===== config.mk =====
export PLATFORM = sky130hd
export DESIGN_NAME = multicycle_ctrl_fsm
export DESIGN_NICKNAME = d
export VERILOG_FILES = /design/src/rtl/rv_ctrl_pkg.sv /design/src/rtl/multicycle_ctrl_fsm.sv
export SDC_FILE = /design/constraint.sdc
export NUM_CORES = 1
export LEC_CHECK = 0
export ABC_AREA = 1
export CAP_MARGIN = 20
export CORE_MARGIN = 1
export CORE_UTILIZATION = 41
export DETAILED_ROUTE_END_ITERATION = 8
export GPL_TIMING_DRIVEN = 0
export SETUP_SLACK_MARGIN = 0.05
export SYNTH_ARGS = -nofsm -noshare
export SYNTH_HDL_FRONTEND = slang
export SYNTH_SLANG_ARGS = --single-unit
export TNS_END_PERCENT = 1

===== constraint.sdc =====
create_clock -name clk -period 3.43 [get_ports clk]
set_clock_uncertainty 0.2 [all_clocks]
set_input_delay 0.686 -clock clk [delete_from_list [all_inputs] [get_ports clk]]
set_output_delay 0.686 -clock clk [all_outputs]
set_load 0.02 [all_outputs]

===== src/rtl/rv_ctrl_pkg.sv =====
// rv_ctrl_pkg: shared definitions for the RV32I multi-cycle control sequencer.
//   - RV32I major opcodes handled by the sequencer
//   - sequencer state enumeration (3 bits)
//   - ALUOp and MemToReg encodings driven to the datapath
//   - op_legal(): true for the opcodes the sequencer can execute
package rv_ctrl_pkg;

  localparam logic [6:0] OP_R   = 7'b0110011;
  localparam logic [6:0] OP_I   = 7'b0010011;
  localparam logic [6:0] OP_LD  = 7'b0000011;
  localparam logic [6:0] OP_ST  = 7'b0100011;
  localparam logic [6:0] OP_BR  = 7'b1100011;
  localparam logic [6:0] OP_JAL = 7'b1101111;

  typedef enum logic [2:0] {
    S_FETCH  = 3'd0,
    S_DECODE = 3'd1,
    S_EXEC   = 3'd2,
    S_MEM    = 3'd3,
    S_WB     = 3'd4
  } state_t;

  localparam logic [1:0] ALUOP_ADD   = 2'b00;
  localparam logic [1:0] ALUOP_FUNCT = 2'b10;
  localparam logic [1:0] ALUOP_BR    = 2'b11;

  localparam logic [1:0] M2R_ALU = 2'b00;
  localparam logic [1:0] M2R_MEM = 2'b01;
  localparam logic [1:0] M2R_PC4 = 2'b10;

  function automatic logic op_legal(input logic [6:0] op);
    return (op == OP_R) || (op == OP_I) || (op == OP_LD) ||
           (op == OP_ST) || (op == OP_BR) || (op == OP_JAL);
  endfunction

endpackage


===== src/rtl/multicycle_ctrl_fsm.sv =====
// multicycle_ctrl_fsm: multi-cycle sequencer for an RV32I datapath.
// Steps each instruction through FETCH/DECODE/EXEC/MEM/WB, handshakes with a
// shared instruction/data memory via mem_ready, honours an external stall and
// counts retired instructions.
//
// Optional feature macro: MCU_WATCHDOG_EN
//   defined   -> memory-wait watchdog plus the mem_timeout output port
//   undefined -> waits on mem_ready are unbounded, no mem_timeout port
//
// Ports
//   clk, reset              clock, synchronous active-high reset
//   opcode                  instr[6:0] from IR, valid from DECODE onward
//   zero                    ALU zero flag; the datapath gates PCWriteCond with it
//   mem_ready, stall        memory completion, sequencer freeze
//   PCWrite .. ALUOp        datapath enables / mux selects
//   illegal_op              1-cycle pulse for an unknown opcode in DECODE
//   mem_timeout             watchdog expiry pulse (MCU_WATCHDOG_EN only)
//   instret                 retired-instruction counter
//
// state    | meaning
// S_FETCH  | read instruction at PC, load IR and PC+4 on mem_ready
// S_DECODE | register read, opcode check
// S_EXEC   | ALU operation; branches resolve and retire here
// S_MEM    | data access at ALU address, held until mem_ready
// S_WB     | register file write, instruction retires
module multicycle_ctrl_fsm
  import rv_ctrl_pkg::*;
#(
  parameter int RET_W       = 32,
  parameter int MEM_TIMEOUT = 255
) (
  input  logic             clk,
  input  logic             reset,
  input  logic [6:0]       opcode,
  input  logic             zero,
  input  logic             mem_ready,
  input  logic             stall,
  output logic             PCWrite,
  output logic             PCWriteCond,
  output logic             IorD,
  output logic             IRWrite,
  output logic             MemRead,
  output logic             MemWrite,
  output logic             RegWrite,
  output logic [1:0]       MemToReg,
  output logic             ALUSrc,
  output logic [1:0]       ALUOp,
  output logic             illegal_op,
`ifdef MCU_WATCHDOG_EN
  output logic             mem_timeout,
`endif
  output logic [RET_W-1:0] instret
);

  state_t             state, state_nx;
  logic [6:0]         op_q;
  logic [RET_W-1:0]   instret_q;
  logic               retire;
  logic               wd_timeout;

  // zero is consumed by the datapath together with PCWriteCond, not here
  logic unused_ok;
  assign unused_ok = ^{zero, (MEM_TIMEOUT == 0)};

`ifdef MCU_WATCHDOG_EN
  localparam int WD_W = $clog2(MEM_TIMEOUT + 1);
  logic [WD_W-1:0] wd_cnt;
  logic            wd_wait;

  assign wd_wait    = ((state == S_FETCH) || (state == S_MEM)) && !mem_ready && !stall;
  assign wd_timeout = wd_wait && (wd_cnt == '0);

  // Down-counter reloaded on every state change (or expiry); expiry fires on
  // the wait cycle after MEM_TIMEOUT waiting cycles have been counted.
  always_ff @(posedge clk) begin
    if (reset || (state_nx != state) || wd_timeout) begin
      wd_cnt <= WD_W'(MEM_TIMEOUT);
    end else if (wd_wait) begin
      wd_cnt <= wd_cnt - WD_W'(1);
    end
  end

  assign mem_timeout = !reset && wd_timeout;
`else
  assign wd_timeout = 1'b0;
`endif

  always_comb begin
    state_nx = state;
    retire   = 1'b0;
    case (state)
      S_FETCH:  if (mem_ready && !stall) state_nx = S_DECODE;
      S_DECODE: if (!stall) state_nx = op_legal(opcode) ? S_EXEC : S_FETCH;
      S_EXEC: begin
        if (!stall) begin
          if ((op_q == OP_LD) || (op_q == OP_ST)) begin
            state_nx = S_MEM;
          end else if (op_q == OP_BR) begin
            state_nx = S_FETCH;
            retire   = 1'b1;
          end else begin
            state_nx = S_WB;
          end
        end
      end
      S_MEM: begin
        if (mem_ready && !stall) begin
          if (op_q == OP_LD) begin
            state_nx = S_WB;
          end else begin
            state_nx = S_FETCH;
            retire   = 1'b1;
          end
        end
      end
      S_WB: begin
        if (!stall) begin
          state_nx = S_FETCH;
          retire   = 1'b1;
        end
      end
      default: state_nx = S_FETCH;
    endcase
    if (wd_timeout) begin
      state_nx = S_FETCH;
      retire   = 1'b0;
    end
  end

  always_ff @(posedge clk) begin
    if (reset) begin
      state     <= S_FETCH;
      op_q      <= '0;
      instret_q <= '0;
    end else begin
      state <= state_nx;
      if ((state == S_DECODE) && (state_nx == S_EXEC)) op_q <= opcode;
      if (retire) instret_q <= instret_q + RET_W'(1);
    end
  end

  // Reset blanks every output immediately so an in-flight write is dropped.
  always_comb begin
    PCWrite     = 1'b0;
    PCWriteCond = 1'b0;
    IorD        = 1'b0;
    IRWrite     = 1'b0;
    MemRead     = 1'b0;
    MemWrite    = 1'b0;
    RegWrite    = 1'b0;
    MemToReg    = M2R_ALU;
    ALUSrc      = 1'b0;
    ALUOp       = ALUOP_ADD;
    illegal_op  = 1'b0;
    if (!reset) begin
      case (state)
        S_FETCH: begin
          MemRead = !wd_timeout;
          if (mem_ready && !stall) begin
            IRWrite = 1'b1;
            PCWrite = 1'b1;
          end
        end
        S_DECODE: illegal_op = !stall && !op_legal(opcode);
        S_EXEC: begin
          case (op_q)
            OP_R:   ALUOp = ALUOP_FUNCT;
            OP_I:   begin ALUSrc = 1'b1; ALUOp = ALUOP_FUNCT; end
            OP_LD,
            OP_ST:  ALUSrc = 1'b1;
            OP_BR:  begin ALUOp = ALUOP_BR; PCWriteCond = !stall; end
            OP_JAL: ALUOp = ALUOP_FUNCT;
            default: ;
          endcase
        end
        S_MEM: begin
          IorD     = 1'b1;
          MemRead  = (op_q == OP_LD) && !wd_timeout;
          MemWrite = (op_q == OP_ST) && !wd_timeout;
        end
        S_WB: begin
          RegWrite = !stall;
          if (op_q == OP_LD)       MemToReg = M2R_MEM;
          else if (op_q == OP_JAL) MemToReg = M2R_PC4;
        end
        default: ;
      endcase
    end
  end

  assign instret = reset ? '0 : instret_q;

endmodule

Word level (Yosys, flattened, before mapping)

Index checks and enable logic that the tools add are counted.
W data, S select, Z words.

Reduce and logical (&&, ||, !) cells: 14
Eq/ne operators: 17
$add $sub $neg: 1
Mux-type cells: 44

Operator list:

| cell                    | count |
|---|---|
| $add A32 B1 Y32 const B | 1 |
| $mux W32                | 1 |
| $eq A7 B6 Y1 const B    | 4 |
| $eq A7 B7 Y1 const B    | 4 |
| $mux W1                 | 24 |
| $mux W3                 | 8 |
| $pmux W3 S5             | 1 |
| $eq A7 B2 Y1 const B    | 2 |
| $eq A7 B5 Y1 const B    | 2 |
| $mux W2                 | 7 |
| $eq A3 B2 Y1 const B    | 3 |
| $logic_or A1 B1 Y1      | 6 |
| $reduce_or A3 Y1        | 2 |
| $pmux W2 S2             | 1 |
| $eq A3 B1 Y1 const B    | 1 |
| $eq A3 B3 Y1 const B    | 1 |
| $logic_and A1 B1 Y1     | 3 |
| $logic_not A3 Y1        | 1 |
| $pmux W1 S3             | 1 |
| $logic_not A1 Y1        | 2 |
| $pmux W1 S2             | 1 |

Output and inout port bits: 45
Input bits: 12
Register bits: 42

Depth between registers and ports, before layout

Word-level depth: 11
Depth in mapped cells: 10

Least setup slack after synthesis

OpenSTA, ideal clock, no wires.

Path kind: in2out
Start point: input port reset
End point: output port PCWrite
Data arrival time: 1.689 ns
Buffers on the path: 2
Slack: 0.855 ns
Stages on the path: 3
Cells stage by stage: clkbuf_1 nor3_1 buf_4

Longest elaborated chain between the ends: 1

Ends and longest elaborated chain:

| item            | line                      | RTL |
|---|---|---|
| start, declared | multicycle_ctrl_fsm.sv:33 | `input logic reset,` |
| $mux W1         | --                        |  |
| end, declared   | multicycle_ctrl_fsm.sv:38 | `output logic PCWrite,` |

No other way between the ends.

Worst setup path in the final report

Start point: input port reset
End point: output port instret[19]

Longest elaborated chain between the ends: 1

Ends and longest elaborated chain:

| item          | line                       | RTL |
|---|---|---|
| $mux W32      | multicycle_ctrl_fsm.sv:191 | `assign instret = reset ? '0 : instret_q;` |
| end, declared | multicycle_ctrl_fsm.sv:52  | `output logic [RET_W-1:0] instret` |

No other way between the ends.

==> run_results.csv <==
group,metric,value,unit
place,place_area,3800,um2
worst_setup_path,crit_arrival,2.40,ns
clock_network,clk_pin_slew,0.08,ns
worst_setup_path,cp_cell_sequence,"clkdlybuf4s50_1 > clkbuf_2 > buf_2 > nor2_1 > clkdlybuf4s50_1",
cells_and_area,n_fill_cell,809,
route,wl,9510,um
sta,fin_crit,3.28,ns
worst_setup_path,critPathMaxFanout,10,
pwr,power,0.968,mW
global_route,grt_max_degree,13,
global_route,grt_pass1_wl,15300,um
pwr,leakagePower,1.47,nW
clock_network,cts_inserted_buffers,5,
pwr,ir_worst_vdd,0.000174,V
clock_network,cts_tree,"yes",
route,post_drt_via_cell_ratio,4.99,
clock_network,post_cts_buffers,0,
global_route,grt_use_total,0.255,
logic_synthesis,ys_ff_latch,42,
sta,hold_violations,0,
clock_network,h-tree-depth,2,
die,placeableCoreArea,7290,um2
die,num_io_pins,57,
cells_and_area,regArea,841,um2
cells_and_area,design_area,3930,um2
worst_setup_path,end_kind,"primary output",
clock_network,clock-root-buffer,"clkbuf_8",
logic_synthesis,synthFlopType,"dfxtp_1",
pwr,power_density,247,nW/um2
route,first_iter_violations,128,
logic_synthesis,yosys_warnings,0,
logic_synthesis,synthesis.nets,532,
worst_setup_path,cpPeakStageDelay,0.63,ns
place,portBuffers,55,
sta,tightest_slew,0.587,ns
sta,timing.final.crit_share,0.957,
sta,drv_slew,0,
route,routed-via-count,3394,
die,rows,31,
clock_network,cts_buffer_depth,2,
place,pre_cts_ws,-0.226,ns
clock_network,holdBufCountCts,0,
worst_setup_path,crit_required,2.54,ns
clock_network,cts_sinks,42,
logic_synthesis,ys_types,29,
logic_synthesis,syn_area_per_cell,6.02,um2
die,die-area,7970,um2
worst_setup_path,crit_path_frequent_cell,"clkdlybuf4s50_1",
worst_hold_path,hold_class,"reg2reg",
place,place_congestion,0.917,
worst_setup_path,worstSetupStartpointType,"input pin",
die,initial_core_util,0.428,
cells_and_area,multi_input_area,1940,um2
run_status,status,"completed",
route,dr.pass1.iters,4,
worst_setup_path,cp_num_buf_inv,4,
logic_synthesis,async_flop_share,0,
worst_setup_path,crit_slowest_cell,"clkdlybuf4s50_1",
global_route,first_global_vias,3045,
worst_setup_path,cpLargestDelayFamily,"buffers and inverters",
logic_synthesis,synth_edf_count,0,
logic_synthesis,ys_seq_area_frac,0.269,
sta,fmax,0.305,GHz
flow_run,max-cap-violations,0,
cells_and_area,layout.nets,594,
global_route,gr-total-overflow,0,
sta,finalSetupViolations,0,
die,die_w,89.3,um
route,ant_nets,0,
cells_and_area,final_core_util,0.539,
sta,slew-limit-headroom,0.609,
logic_synthesis,synthCells,519,
die,dieHeight,89.3,um
logic_synthesis,synth_area,3120,um2
worst_setup_path,criticalPathCategory,"in2out",
route,drc,0,
global_route,antenna_found_initial,0,
clock_network,clk_latency,0.30,ns
place,place_hpwl,7560,um
cells_and_area,area_growth,25.8,%
sta,worst_slack,0.147,ns
cells_and_area,antennaDiodeCount,0,
sta,rsz0062_at_grt,"true",
route,wl_per_cell,14.0,um
cells_and_area,drive_above_1_share,0.115,
[layer usage]
metal / wire length [um] / vias up / part of all wire / track usage
met3: 388 / 11 / 0.041 / 0.0388
met2: 4380 / 61 / 0.46 / 0.411
met4: 149 / 0 / 0.016 / 0.0722
met5: 0 / - / 0 / 0
met1: 4600 / 1555 / 0.48 / 0.353
li1: - / 1767 / - / -
[final cells by class]
type / count / area share
buffer: 22 / 0.0322
clock inverter: 1 / 0.00765
clock buffer: 6 / 0.0210
sequential: 42 / 0.214
tap: 99 / 0.0315
multi-input combinational: 394 / 0.494
timing repair buffer: 55 / 0.141
inverter: 61 / 0.0583
[cell families (layout without fill, tap and decap cells)]
| family | Yosys count | count (layout) | synth area share |
|---|---|---|---|
| AOI/OAI and AO/OA | 45 | 45 | 0.0801 |
| adders and majority gates | 1 | 1 | 0.00401 |
| and+or+nand+nor | 333 | 333 | 0.494 |
| xor gates and xnor gates | 15 | 15 | 0.0421 |
| DFF | 42 | 42 | 0.269 |
| buffers and inverters | 83 | 145 | 0.111 |
[Yosys cell counts, types with 3 or more instances]
| library cell | number | area [um2] |
|---|---|---|
| buf_2 | 7 | 35.0 |
| nand2_1 | 144 | 541 |
| inv_1 | 55 | 206 |
| nand3_1 | 27 | 135 |
| o21ai_0 | 5 | 25.0 |
| a21oi_1 | 32 | 160 |
| nor2_1 | 92 | 345 |
| xor2_1 | 15 | 131 |
| nand4_1 | 33 | 206 |
| buf_6 | 3 | 33.8 |
| inv_2 | 6 | 22.5 |
| dfxtp_1 | 42 | 841 |
| buf_1 | 3 | 11.3 |
| a21oi_2 | 5 | 43.8 |
| nor2_2 | 4 | 25.0 |
| nand2_2 | 12 | 75.1 |
| nor2_4 | 10 | 113 |
| nor3_1 | 3 | 15.0 |
| clkbuf_1 | 8 | 30.0 |
[placed cells by master (no fill, tap or decap)]
cell type / count
nand2_1: 144
nand3_1: 27
nor3_2: 3
inv_1: 55
or2_1: 1
buf_6: 3
o21ai_0: 5
nor2_4: 10
a31oi_1: 1
dlymetal6s2s_1: 2
a21oi_1: 32
nor2_1: 92
a21oi_2: 5
nor3_1: 2
nor2_2: 4
buf_2: 9
clkbuf_1: 6
nand2_2: 12
dlygate4sd2_1: 1
nor2_8: 1
ha_1: 1
nand3_2: 1
a211oi_1: 2
inv_2: 6
bufinv_16: 1
clkbuf_4: 1
dfxtp_1: 42
nand2_4: 2
nand3b_1: 1
clkdlybuf4s50_1: 52
nand4_1: 33
clkbuf_2: 2
xor2_1: 15
buf_4: 1
clkbuf_8: 6
[timing repair]
item / 4_1_cts / 5_1_grt
pin swaps: 0 / 0
endpoints found under the setup margin: 31 / 13
gates resized for setup: 6 / 4
[flip-flops by register name, summed over array words and instances, names as in the netlist]
signal	flops
instret_q	32
op_q	7
state	3
[worst reg2reg max path, delay by kind of cell (launching register included)]
| family | cells | cell delay (ns) |
|---|---|---|
| fa+ha+maj | 1 | 0.39 |
| buf+inv | 2 | 0.15 |
| flops | 1 | 0.52 |
| compound gates | 1 | 0.05 |
| simple gates | 6 | 0.67 |
[metrics by stage]
step	std cells	TNS [ns]	hold slack, ns
floorplan	519	0	0.230
global placement	673	-5.44	0.240
detailed placement	673	-4.73	0.241
CTS	680	0	0.254
global route	680	0	0.287
finish	680	0	0.254
[final timing paths]
kind	start	to	slack [ns]	depth (start not counted)
setup reg to reg	instret_q[0]$_SDFFE_PP0P_	instret_q[28]$_SDFFE_PP0P_	1.31	10
setup / recovery	reset	instret[19]	0.15	5
hold / removal	op_q[1]$_SDFFE_PP0P_	op_q[1]$_SDFFE_PP0P_	0.25	2
hold reg to reg	op_q[1]$_SDFFE_PP0P_	op_q[1]$_SDFFE_PP0P_	0.25	2
[where the power goes]
| part | internal, mW | switching, mW | total (mW) | leakage, nW |
|---|---|---|---|---|
| Clock | 0.233 | 0.174 | 0.407 | 0.0573 |
| Sequential | 0.491 | 0.00352 | 0.494 | 0.339 |
| Combinational | 0.0257 | 0.0416 | 0.0673 | 1.08 |
| Total | 0.750 | 0.219 | 0.968 | 1.47 |
Power figures use the tool's default switching activity.
